===== src/rtl/calc_entry_seq_if.sv =====
// ----------------------------------------------------------------------------
// calc_entry_seq_if
// Bundles the key strobe, the result handshake and the registered operand
// outputs of the keypad-entry sequencer.
//   master : key source / arithmetic side (drives keys and result_ack)
//   slave  : the sequencer (drives operands, op, counts, state, req, err)
// Parameter DIGITS sets BCD digits per operand; CW is derived from it.
// ----------------------------------------------------------------------------
interface calc_entry_seq_if #(
    parameter int DIGITS = 2
);
    localparam int CW = $clog2(DIGITS + 1);

    logic                  key_valid;
    logic [4:0]            key_code;
    logic                  result_ack;
    logic [4*DIGITS-1:0]   operand_a;
    logic [4*DIGITS-1:0]   operand_b;
    logic [1:0]            op;
    logic [CW-1:0]         digits_a;
    logic [CW-1:0]         digits_b;
    logic [2:0]            state;
    logic                  result_req;
    logic                  key_err;

    modport master (
        output key_valid, key_code, result_ack,
        input  operand_a, operand_b, op, digits_a, digits_b,
               state, result_req, key_err
    );

    modport slave (
        input  key_valid, key_code, result_ack,
        output operand_a, operand_b, op, digits_a, digits_b,
               state, result_req, key_err
    );
endinterface


===== src/rtl/calc_entry_seq.sv =====
// ----------------------------------------------------------------------------
// calc_entry_seq
// Keypad-entry sequencer: turns one-cycle key strobes into registered BCD
// operands A and B, an operator code and a result request with a
// request/acknowledge handshake.
// Ports:
//   clk     : system clock, all state changes on its rising edge
//   reset_n : synchronous active-low reset
//   bus     : calc_entry_seq_if.slave (key_valid/key_code/result_ack in,
//             operand_a/operand_b/op/digits_a/digits_b/state/result_req/
//             key_err out; all outputs registered)
// Optional feature: define CALC_BACKSPACE_EN to make key 17 a backspace;
// otherwise key 17 is an illegal key.
// ----------------------------------------------------------------------------
module calc_entry_seq #(
    parameter int DIGITS = 2,
    parameter int CW     = $clog2(DIGITS + 1)
) (
    input  logic            clk,
    input  logic            reset_n,
    calc_entry_seq_if.slave bus
);
    localparam int W = 4 * DIGITS;

    typedef enum logic [2:0] {
        ENTER_A = 3'b000,
        WAIT_OP = 3'b001,
        ENTER_B = 3'b010,
        RESULT  = 3'b011
    } state_t;

    state_t         state_r;
    logic [W-1:0]   opa_r;
    logic [W-1:0]   opb_r;
    logic [1:0]     op_r;
    logic [CW-1:0]  cnt_a_r;
    logic [CW-1:0]  cnt_b_r;
    logic           req_r;
    logic           err_r;
    logic           fresh_r;

    logic           is_digit_s;
    logic           is_op_s;
    logic           is_enter_s;
    logic           is_clear_s;
    logic           is_bs_s;
    logic [3:0]     digit_s;
    logic [1:0]     op_code_s;

    // Shift an operand left one nibble, newest digit into the low nibble.
    function automatic logic [W-1:0] push_digit(input logic [W-1:0] v,
                                                input logic [3:0]   d);
        logic [W+3:0] t;
        t = {v, d};
        return t[W-1:0];
    endfunction

    // Drop the newest digit, zero-filling the top nibble.
    function automatic logic [W-1:0] pop_digit(input logic [W-1:0] v);
        return v >> 4;
    endfunction

    // Key decode; codes outside every class are illegal.
    always_comb begin
        is_digit_s = (bus.key_code >= 5'd1) && (bus.key_code <= 5'd10);
        digit_s    = (bus.key_code == 5'd10) ? 4'd0 : bus.key_code[3:0];
        is_op_s    = (bus.key_code >= 5'd11) && (bus.key_code <= 5'd14);
        // key_code - 11 for codes 11..14, taken from the low two bits
        op_code_s  = bus.key_code[1:0] + 2'd1;
        is_enter_s = (bus.key_code == 5'd15);
        is_clear_s = (bus.key_code == 5'd16);
`ifdef CALC_BACKSPACE_EN
        is_bs_s    = (bus.key_code == 5'd17);
`else
        is_bs_s    = 1'b0;
`endif
    end

    // Sequencer state, operands and handshake outputs.
    always_ff @(posedge clk) begin
        if (!reset_n || (bus.key_valid && is_clear_s)) begin
            state_r <= ENTER_A;
            opa_r   <= {W{1'b0}};
            opb_r   <= {W{1'b0}};
            op_r    <= 2'd0;
            cnt_a_r <= {CW{1'b0}};
            cnt_b_r <= {CW{1'b0}};
            req_r   <= 1'b0;
            err_r   <= 1'b0;
            fresh_r <= 1'b0;
        end else begin
            err_r <= 1'b0;
            if (state_r == RESULT && bus.result_ack) begin
                state_r <= ENTER_A;
                req_r   <= 1'b0;
                fresh_r <= 1'b1;
            end
            if (bus.key_valid) begin
                case (state_r)
                    ENTER_A: begin
                        if (fresh_r) begin
                            // First digit after a result starts a new calculation.
                            if (is_digit_s) begin
                                opa_r   <= push_digit({W{1'b0}}, digit_s);
                                cnt_a_r <= CW'(1);
                                opb_r   <= {W{1'b0}};
                                cnt_b_r <= {CW{1'b0}};
                                op_r    <= 2'd0;
                                fresh_r <= 1'b0;
                                state_r <= (DIGITS == 1) ? WAIT_OP : ENTER_A;
                            end else begin
                                err_r <= 1'b1;
                            end
                        end else if (is_digit_s) begin
                            opa_r   <= push_digit(opa_r, digit_s);
                            cnt_a_r <= cnt_a_r + CW'(1);
                            if (cnt_a_r == CW'(DIGITS - 1)) begin
                                state_r <= WAIT_OP;
                            end
                        end else if (is_op_s && cnt_a_r != CW'(0)) begin
                            op_r    <= op_code_s;
                            state_r <= ENTER_B;
                        end else if (is_bs_s && cnt_a_r != CW'(0)) begin
                            opa_r   <= pop_digit(opa_r);
                            cnt_a_r <= cnt_a_r - CW'(1);
                        end else begin
                            err_r <= 1'b1;
                        end
                    end
                    WAIT_OP: begin
                        if (is_op_s) begin
                            op_r    <= op_code_s;
                            state_r <= ENTER_B;
                        end else if (is_bs_s) begin
                            opa_r   <= pop_digit(opa_r);
                            cnt_a_r <= cnt_a_r - CW'(1);
                            state_r <= ENTER_A;
                        end else begin
                            err_r <= 1'b1;
                        end
                    end
                    ENTER_B: begin
                        if (is_digit_s && cnt_b_r != CW'(DIGITS)) begin
                            opb_r   <= push_digit(opb_r, digit_s);
                            cnt_b_r <= cnt_b_r + CW'(1);
                        end else if (is_enter_s && cnt_b_r != CW'(0)) begin
                            state_r <= RESULT;
                            req_r   <= 1'b1;
                        end else if (is_bs_s && cnt_b_r != CW'(0)) begin
                            opb_r   <= pop_digit(opb_r);
                            cnt_b_r <= cnt_b_r - CW'(1);
                        end else if (is_bs_s) begin
                            // Backing out of an empty B withdraws the operator.
                            op_r    <= 2'd0;
                            state_r <= WAIT_OP;
                        end else begin
                            err_r <= 1'b1;
                        end
                    end
                    RESULT: begin
                        // Clear is handled above; everything else is rejected.
                        err_r <= 1'b1;
                    end
                    default: begin
                        state_r <= ENTER_A;
                        err_r   <= 1'b1;
                    end
                endcase
            end
        end
    end

    assign bus.operand_a  = opa_r;
    assign bus.operand_b  = opb_r;
    assign bus.op         = op_r;
    assign bus.digits_a   = cnt_a_r;
    assign bus.digits_b   = cnt_b_r;
    assign bus.state      = state_r;
    assign bus.result_req = req_r;
    assign bus.key_err    = err_r;
endmodule


===== src/flat_wrapper.sv =====
// flat-port wrapper written by rule: the top's interface ports become plain ports
module calc_entry_seq_flat 
#(
    parameter int DIGITS = 2,
    parameter int CW     = $clog2(DIGITS + 1)
)
  (clk, reset_n, bus_key_valid, bus_key_code, bus_result_ack, bus_operand_a, bus_operand_b, bus_op, bus_digits_a, bus_digits_b, bus_state, bus_result_req, bus_key_err);
  calc_entry_seq_if #(.DIGITS(DIGITS)) bus_i ();
  input  logic clk;
  input  logic reset_n;
  input wire logic [$bits(bus_i.key_valid)-1:0] bus_key_valid;
  input wire logic [$bits(bus_i.key_code)-1:0] bus_key_code;
  input wire logic [$bits(bus_i.result_ack)-1:0] bus_result_ack;
  output wire logic [$bits(bus_i.operand_a)-1:0] bus_operand_a;
  output wire logic [$bits(bus_i.operand_b)-1:0] bus_operand_b;
  output wire logic [$bits(bus_i.op)-1:0] bus_op;
  output wire logic [$bits(bus_i.digits_a)-1:0] bus_digits_a;
  output wire logic [$bits(bus_i.digits_b)-1:0] bus_digits_b;
  output wire logic [$bits(bus_i.state)-1:0] bus_state;
  output wire logic [$bits(bus_i.result_req)-1:0] bus_result_req;
  output wire logic [$bits(bus_i.key_err)-1:0] bus_key_err;
  assign bus_i.key_valid = bus_key_valid;
  assign bus_i.key_code = bus_key_code;
  assign bus_i.result_ack = bus_result_ack;
  assign bus_operand_a = bus_i.operand_a;
  assign bus_operand_b = bus_i.operand_b;
  assign bus_op = bus_i.op;
  assign bus_digits_a = bus_i.digits_a;
  assign bus_digits_b = bus_i.digits_b;
  assign bus_state = bus_i.state;
  assign bus_result_req = bus_i.result_req;
  assign bus_key_err = bus_i.key_err;
  calc_entry_seq #(.DIGITS(DIGITS), .CW(CW)) u_core (.clk(clk), .reset_n(reset_n), .bus(bus_i));
endmodule

===== config.mk =====
export PLATFORM = sky130hd
export DESIGN_NAME = calc_entry_seq_flat
export DESIGN_NICKNAME = d
export VERILOG_FILES = /design/src/rtl/calc_entry_seq_if.sv /design/src/rtl/calc_entry_seq.sv /design/src/flat_wrapper.sv
export SDC_FILE = /design/constraint.sdc
export NUM_CORES = 1
export LEC_CHECK = 0
export BUFFER_PORTS_ARGS = -buffer_cell sky130_fd_sc_hd__buf_2
export CORE_MARGIN = 10
export CORE_UTILIZATION = 55
export CTS_BUF_LIST = sky130_fd_sc_hd__clkbuf_4
export CTS_CLUSTER_DIAMETER = 50
export DETAILED_ROUTE_END_ITERATION = 8
export PLACE_DENSITY = 0.82
export SETUP_SLACK_MARGIN = 0.1
export SLEW_MARGIN = 30
export SYNTH_ARGS = -nofsm -noshare
export SYNTH_HDL_FRONTEND = slang
export SYNTH_SLANG_ARGS = --single-unit

===== constraint.sdc =====
create_clock -name clk -period 5.8 [get_ports clk]
set_input_delay 0.58 -clock clk [delete_from_list [all_inputs] [get_ports clk]]
set_output_delay 0.58 -clock clk [all_outputs]
set_load 0.1 [all_outputs]

== After elaboration in Yosys (flattened, before gate mapping) ==
Index checks and enable logic that the tools add are counted.

* Bitwise operators: 1
* Equality and inequality tests: 15
* $lt $le $gt $ge: 4
* $add $sub $neg: 3
* Mux-type cells: 49
* Reduce and logical (&&, ||, !) cells: 18

{| class="wikitable"
|+ Operators with widths
! cell !! number
|-
| $mux W8 || 6
|-
| $mux W3 || 10
|-
| $mux W2 || 10
|-
| $mux W1 || 17
|-
| $pmux W8 S2 || 1
|-
| $pmux W3 S4 || 1
|-
| $eq A5 B4 Y1 const B || 2
|-
| $le A5 B4 Y1 const B || 2
|-
| $ne A2 B1 Y1 const B || 4
|-
| $pmux W2 S2 || 2
|-
| $reduce_bool A2 Y1 || 4
|-
| $logic_and A1 B1 Y1 || 7
|-
| $add A2 B1 Y2 const B || 3
|-
| $eq A3 B2 Y1 const B || 2
|-
| $reduce_and A6 Y1 || 1
|-
| $eq A5 B5 Y1 const B || 1
|-
| $ge A5 B1 Y1 const B || 1
|-
| $ge A5 B4 Y1 const B || 1
|-
| $reduce_and A5 Y1 || 1
|-
| $mux W4 || 1
|-
| $eq A3 B1 Y1 const B || 1
|-
| $logic_not A3 Y1 || 1
|-
| $ne A3 B1 Y1 const B || 1
|-
| $ne A3 B2 Y1 const B || 1
|-
| 9 further kinds || 9
|}

* Register bits after elaboration: 28
* Bits of input ports: 9
* Output and inout port bits: 27
* Word-level logic and storage cells: 99

== Longest topological paths before layout ==
* Word-level depth: 8
* Mapped depth: 9
* Mapped depth without buffers: 7

== Worst setup path after synthesis ==
Ideal clock, no wire load.

* Path kind: reg-to-reg
* From: register u_core.cnt_a_r[1], in the netlist u_core.bus.digits_a[1]
* To: register u_core.op_r[0], in the netlist u_core.bus.op[0]
* Library setup time: 0.072 ns
* Arrival: 2.562 ns
* Data required time: 5.728 ns
* Clock period less this slack: 2.634 ns
* Path slack: 3.166 ns
* Cell stages (with the launch flop): 8
* Path buffers: 0
* Cell sequence: dfxtp_1 -> inv_1 -> ha_1 -> or2_2 -> a2111oi_2 -> a211oi_2 -> a2111oi_2 -> mux2i_1

* Cells in the longest elaborated chain, start to end: 4

{| class="wikitable"
|+ RTL lines
! item !! RTL line !! source
|-
| from (decl) || calc_entry_seq.sv:36 || <nowiki>logic [CW-1:0] cnt_a_r;</nowiki>
|-
| from (signal assigned) || calc_entry_seq.sv:86 || <nowiki>cnt_a_r <= {CW{1'b0}};</nowiki>
|-
| from (signal assigned) || calc_entry_seq.sv:116 || <nowiki>cnt_a_r <= cnt_a_r + CW'(1);</nowiki>
|-
| from (signal assigned) || calc_entry_seq.sv:125 || <nowiki>cnt_a_r <= cnt_a_r - CW'(1);</nowiki>
|-
| $reduce_bool A2 Y1 || calc_entry_seq.sv:120 || <nowiki>end else if (is_op_s && cnt_a_r != CW'(0)) begin</nowiki>
|-
| $logic_and A1 B1 Y1 || calc_entry_seq.sv:120 ||
|-
| $ne A3 B1 Y1 (no source line) || -- ||
|-
| $reduce_and A6 Y1 (no source line) || -- ||
|-
| to (signal assigned) || calc_entry_seq.sv:121 || <nowiki>op_r <= op_code_s;</nowiki>
|-
| to (signal assigned) || calc_entry_seq.sv:132 || <nowiki>op_r <= op_code_s;</nowiki>
|-
| to (decl) || calc_entry_seq.sv:35 || <nowiki>logic [1:0] op_r;</nowiki>
|}

No other way between the ends.
A chain may end at the register's enable or synchronous reset.

== Worst setup path in the final report ==
* From: register u_core.cnt_a_r[0], in the netlist u_core.bus.digits_a[0]
* To: register u_core.op_r[1], in the netlist u_core.bus.op[1]

The elaborated chain is that of the path after synthesis.

==> run_results.csv <==
group,metric,value,unit
status,outcome,"completed",
flow_run,drv_cap,0,
logic_synthesis,async_flop_share,0,%
logic_synthesis,synth_top_flop_cell,"dfxtp_1",
critical_path,crit_chain,"inv_1 -> ha_1 -> or2_2 -> a2111oi_2 -> a211oi_2 -> a2111oi_2 -> mux2i_1",
drt,route.antenna.remaining_nets,0,
critical_path,path_buf_inv,1,
logic_synthesis,syn_nets,193,
sta,clock.fmax,463.7,MHz
sta,worst_pin_slew,0.8566,ns
critical_path,path_max_fanout,5,
power,internal-power,0.0002370,W
clock_network,cts_buffer_depth,2,
logic_synthesis,synthCells,176,
logic_synthesis,syn_area,1488,um2
layout,area_growth,13.62,%
sta,maxSlewViolCount,0,
die,core_area,2522,um2
critical_path,r2r_end,"u_core.bus.op[1]",
power,ir_drop,0.2147,mV
worst_hold_path,min_from,"u_core.bus.operand_a[5]",
place,place_inst,233,
layout,finalNonFillerCells,237,
sta,skew,0.005054,ns
critical_path,crit_type,"register to register",
sta,rsz0062_at_grt,"no",
worst_hold_path,whs_endpoint,"u_core.bus.operand_a[5]",
clock_network,cts_inserted_buffers,3,
clock_network,htreeDepth,1,
global_routing,grt_max_degree,19,
power,p_leak,0.6884,nW
clock_network,cts_resized,0,
layout,diodes,0,
layout,design_area,1690,um2
sta,finalSetupViolations,0,
logic_synthesis,synth-seq-cells,28,
power,power_frac_seq,56.8,%
die,die_area,5185,um2
die,dieHeight,72.01,um
critical_path,critPathTopFamily,"compound AO/OA/AOI/OAI gates",
logic_synthesis,synth-edff-count,0,
logic_synthesis,ys_warn_count,0,
critical_path,crit_path_frequent_cell,"a2111oi_2",
sta,setup_ws,3.643,ns
drt,wl,3738,um
critical_path,start_kind,"register",
critical_path,cp_data_required_time,6.07,ns
sta,tns,0,ns
power,p_comb_share,19.2,%
global_routing,antenna_found_initial,0,
drt,num_vias,1412,
critical_path,arrival,2.43,ns
global_routing,grt_use_total,14.27,%
logic_synthesis,syn_area_per_cell,8.453,um2
global_routing,globalRouteOverflowTotal,0,
clock_network,cts_setup_buffers,0,
drt,drtPass1Iterations,4,
place,io_buffer_count,35,
power,powerDensity,206.8,nW/um2
drt,drtIter0Drc,139,
sta,final_hold_viol_count,0,
sta,final.period_utilization,37.19,%
clock_network,hold_buffers,0,
drt,viasPerCell,5.958,
layout,finalNetCount,225,
place,postPlaceCellArea,1664,um2
critical_path,cp-end-kind,"register",
place,gp_congestion,0.9209,
layout,drive_above_1_share,23.67,%
clock_network,clkLatencyLatePin,0.34,ns
critical_path,slowest_stage,"a2111oi_2",
clock_network,ctsRootBufferMaster,"clkbuf_4",
sta,period_minus_slack,2.157,ns
sta,relSlewSlack,42.42,%
power,swShare,32.21,%
worst_hold_path,hold_path_class,"register to register",
critical_path,rr_startpoint,"u_core.bus.digits_a[0]",
critical_path,cpPeakStageDelay,0.47,ns
die,start_util,58.98,%
place,dp_hpwl,2863,um
critical_path,rr_worst_depth,7,
drt,remaining_drc_errors,0,
global_routing,grt_pass1_wl,6285,um
critical_path,ff2ff_setup_slack,3.64,ns
global_routing,grt_pass1_vias,1360,
clock_network,clock-sinks,28,
logic_synthesis,ys_types,47,
clock_network,clk_pin_slew,0.15,ns
logic_synthesis,yosysSeqAreaShare,37.68,%
die,num_rows,18,
die,pin_count,36,
drt,wl_per_cell,15.77,um
worst_hold_path,min_delay_path_depth,2,
clock_network,cts_tree,"built",
power,power_switching,0.0001126,W
die,die_w,72.01,um
power,clkPwrFrac,23.9,%
place,post-place-ws,3.342,ns
[synth_stat cells (2+ instances only)]
| cell | number | share of area [%] |
|---|---|---|
| nand2_1 | 24 | 6.1 |
| nor2_1 | 9 | 2.3 |
| nand2b_1 | 4 | 1.7 |
| nand3b_1 | 5 | 2.5 |
| nor2b_1 | 2 | 0.84 |
| nor3_1 | 2 | 0.67 |
| o21a_1 | 2 | 1.0 |
| a32o_1 | 3 | 2.0 |
| nor3b_1 | 2 | 1.0 |
| dfxtp_1 | 28 | 38 |
| a2111oi_2 | 2 | 2.0 |
| ha_1 | 8 | 6.7 |
| or4_1 | 2 | 1.0 |
| o21ai_0 | 12 | 4.0 |
| buf_2 | 2 | 0.67 |
| a21oi_1 | 13 | 4.4 |
| inv_1 | 7 | 1.8 |
| mux2i_1 | 2 | 1.3 |
| clkbuf_1 | 6 | 1.5 |
| nand3_1 | 14 | 4.7 |
[cells by family (layout without fill, tap and decap cells)]
family                     Yosys count  in the layout  share of synthesized area (%)
and+or+nand+nor                     77             77                          28.76
AOI/OAI and AO/OA                   44             44                          20.02
DFF                                 28             28                          37.68
buffers and inverters               16             47                          4.710
adders and majority gates            8              8                          6.729
muxes                                3              3                          2.103
[per-stage QoR]
step	utilization, %	hold slack [ns]	total power (W)
floorplan	-	0.6520	0.0002531
global placement	65.97	0.4375	0.0002675
detailed placement	65.97	0.4417	0.0002694
CTS	67.01	0.4660	0.0003503
global route	67.01	0.4910	0.0003614
finish	67.01	0.4664	0.0003496
[worst register-to-register path, stage by stage, from the launching register on]
cell and delay (ns):
dfxtp_1 0.42, inv_1 0.06, ha_1 0.18, or2_2 0.29
a2111oi_2 0.33, a211oi_2 0.09, a2111oi_2 0.47, mux2i_1 0.25
[registers in the layout, summed over array words and instances, names as in the netlist]
register               cells
u_core.bus.digits_a        2
u_core.bus.digits_b        2
u_core.bus.key_err         1
u_core.bus.op              2
u_core.bus.operand_a       8
u_core.bus.operand_b       8
u_core.bus.result_req      1
u_core.bus.state           3
u_core.fresh_r             1
[power groups by stage]
| stage | registers [W] | logic, W | clock network [W] |
|---|---|---|---|
| floorplan | 0.000227 | 0.0000261 | 0 |
| global placement | 0.000203 | 0.0000650 | 0 |
| detailed placement | 0.000203 | 0.0000665 | 0 |
| CTS | 0.000199 | 0.0000670 | 0.0000846 |
| global route | 0.000199 | 0.0000714 | 0.0000906 |
| finish | 0.000199 | 0.0000672 | 0.0000837 |
[routing by layer]
metal  share of wire [%]  GRT usage (%)  vias to the layer above
met5                   0              0                        -
met4                 2.7          5.806                        0
met3                 6.2          3.673                       15
met2                  48          24.22                       53
met1                  43          16.63                      656
li1                    -              -                      688
[final cells by class]
cell class	instances	area, um2
inverters	7	26.28
well taps	30	37.54
clock buffers	3	22.52
repair buffers	36	182.7
multi-input cells	132	857.1
clock inverters	1	3.754
flip-flops and latches	28	560.5
fillers	247	832.0
[worst max-delay path by stage]
stage | cells past startpoint | endpoint | slack (ns) | startpoint
global placement | 7 | u_core.bus.op[0] | 3.44 | bus_key_code[1]
global route | 7 | u_core.bus.op[0] | 3.54 | u_core.bus.digits_a[0]
floorplan | 7 | u_core.bus.op[0] | 3.17 | u_core.bus.digits_a[1]
finish | 7 | u_core.bus.op[1] | 3.64 | u_core.bus.digits_a[0]
CTS | 7 | u_core.bus.op[1] | 3.64 | u_core.bus.digits_a[0]
detailed placement | 7 | u_core.bus.op[1] | 3.34 | bus_key_code[1]
[placed cells by master, fill, tap and decap left out, types with 2 or more instances in the layout]
cell type	netlist	final
nor2b_1	2	2
o21ai_0	12	12
nor3_1	2	2
ha_1	8	8
buf_2	2	35
dfxtp_1	28	28
nand2b_1	4	4
mux2i_1	2	2
or4_1	2	2
a2111oi_2	2	2
nand3_1	14	14
clkbuf_4	0	3
nand3b_1	5	5
o21a_1	2	2
inv_1	7	7
nand2_1	24	24
a32o_1	3	3
a21oi_1	13	13
nor3b_1	2	2
nor2_1	9	9
Note: power is estimated with default switching activity, not from simulation.
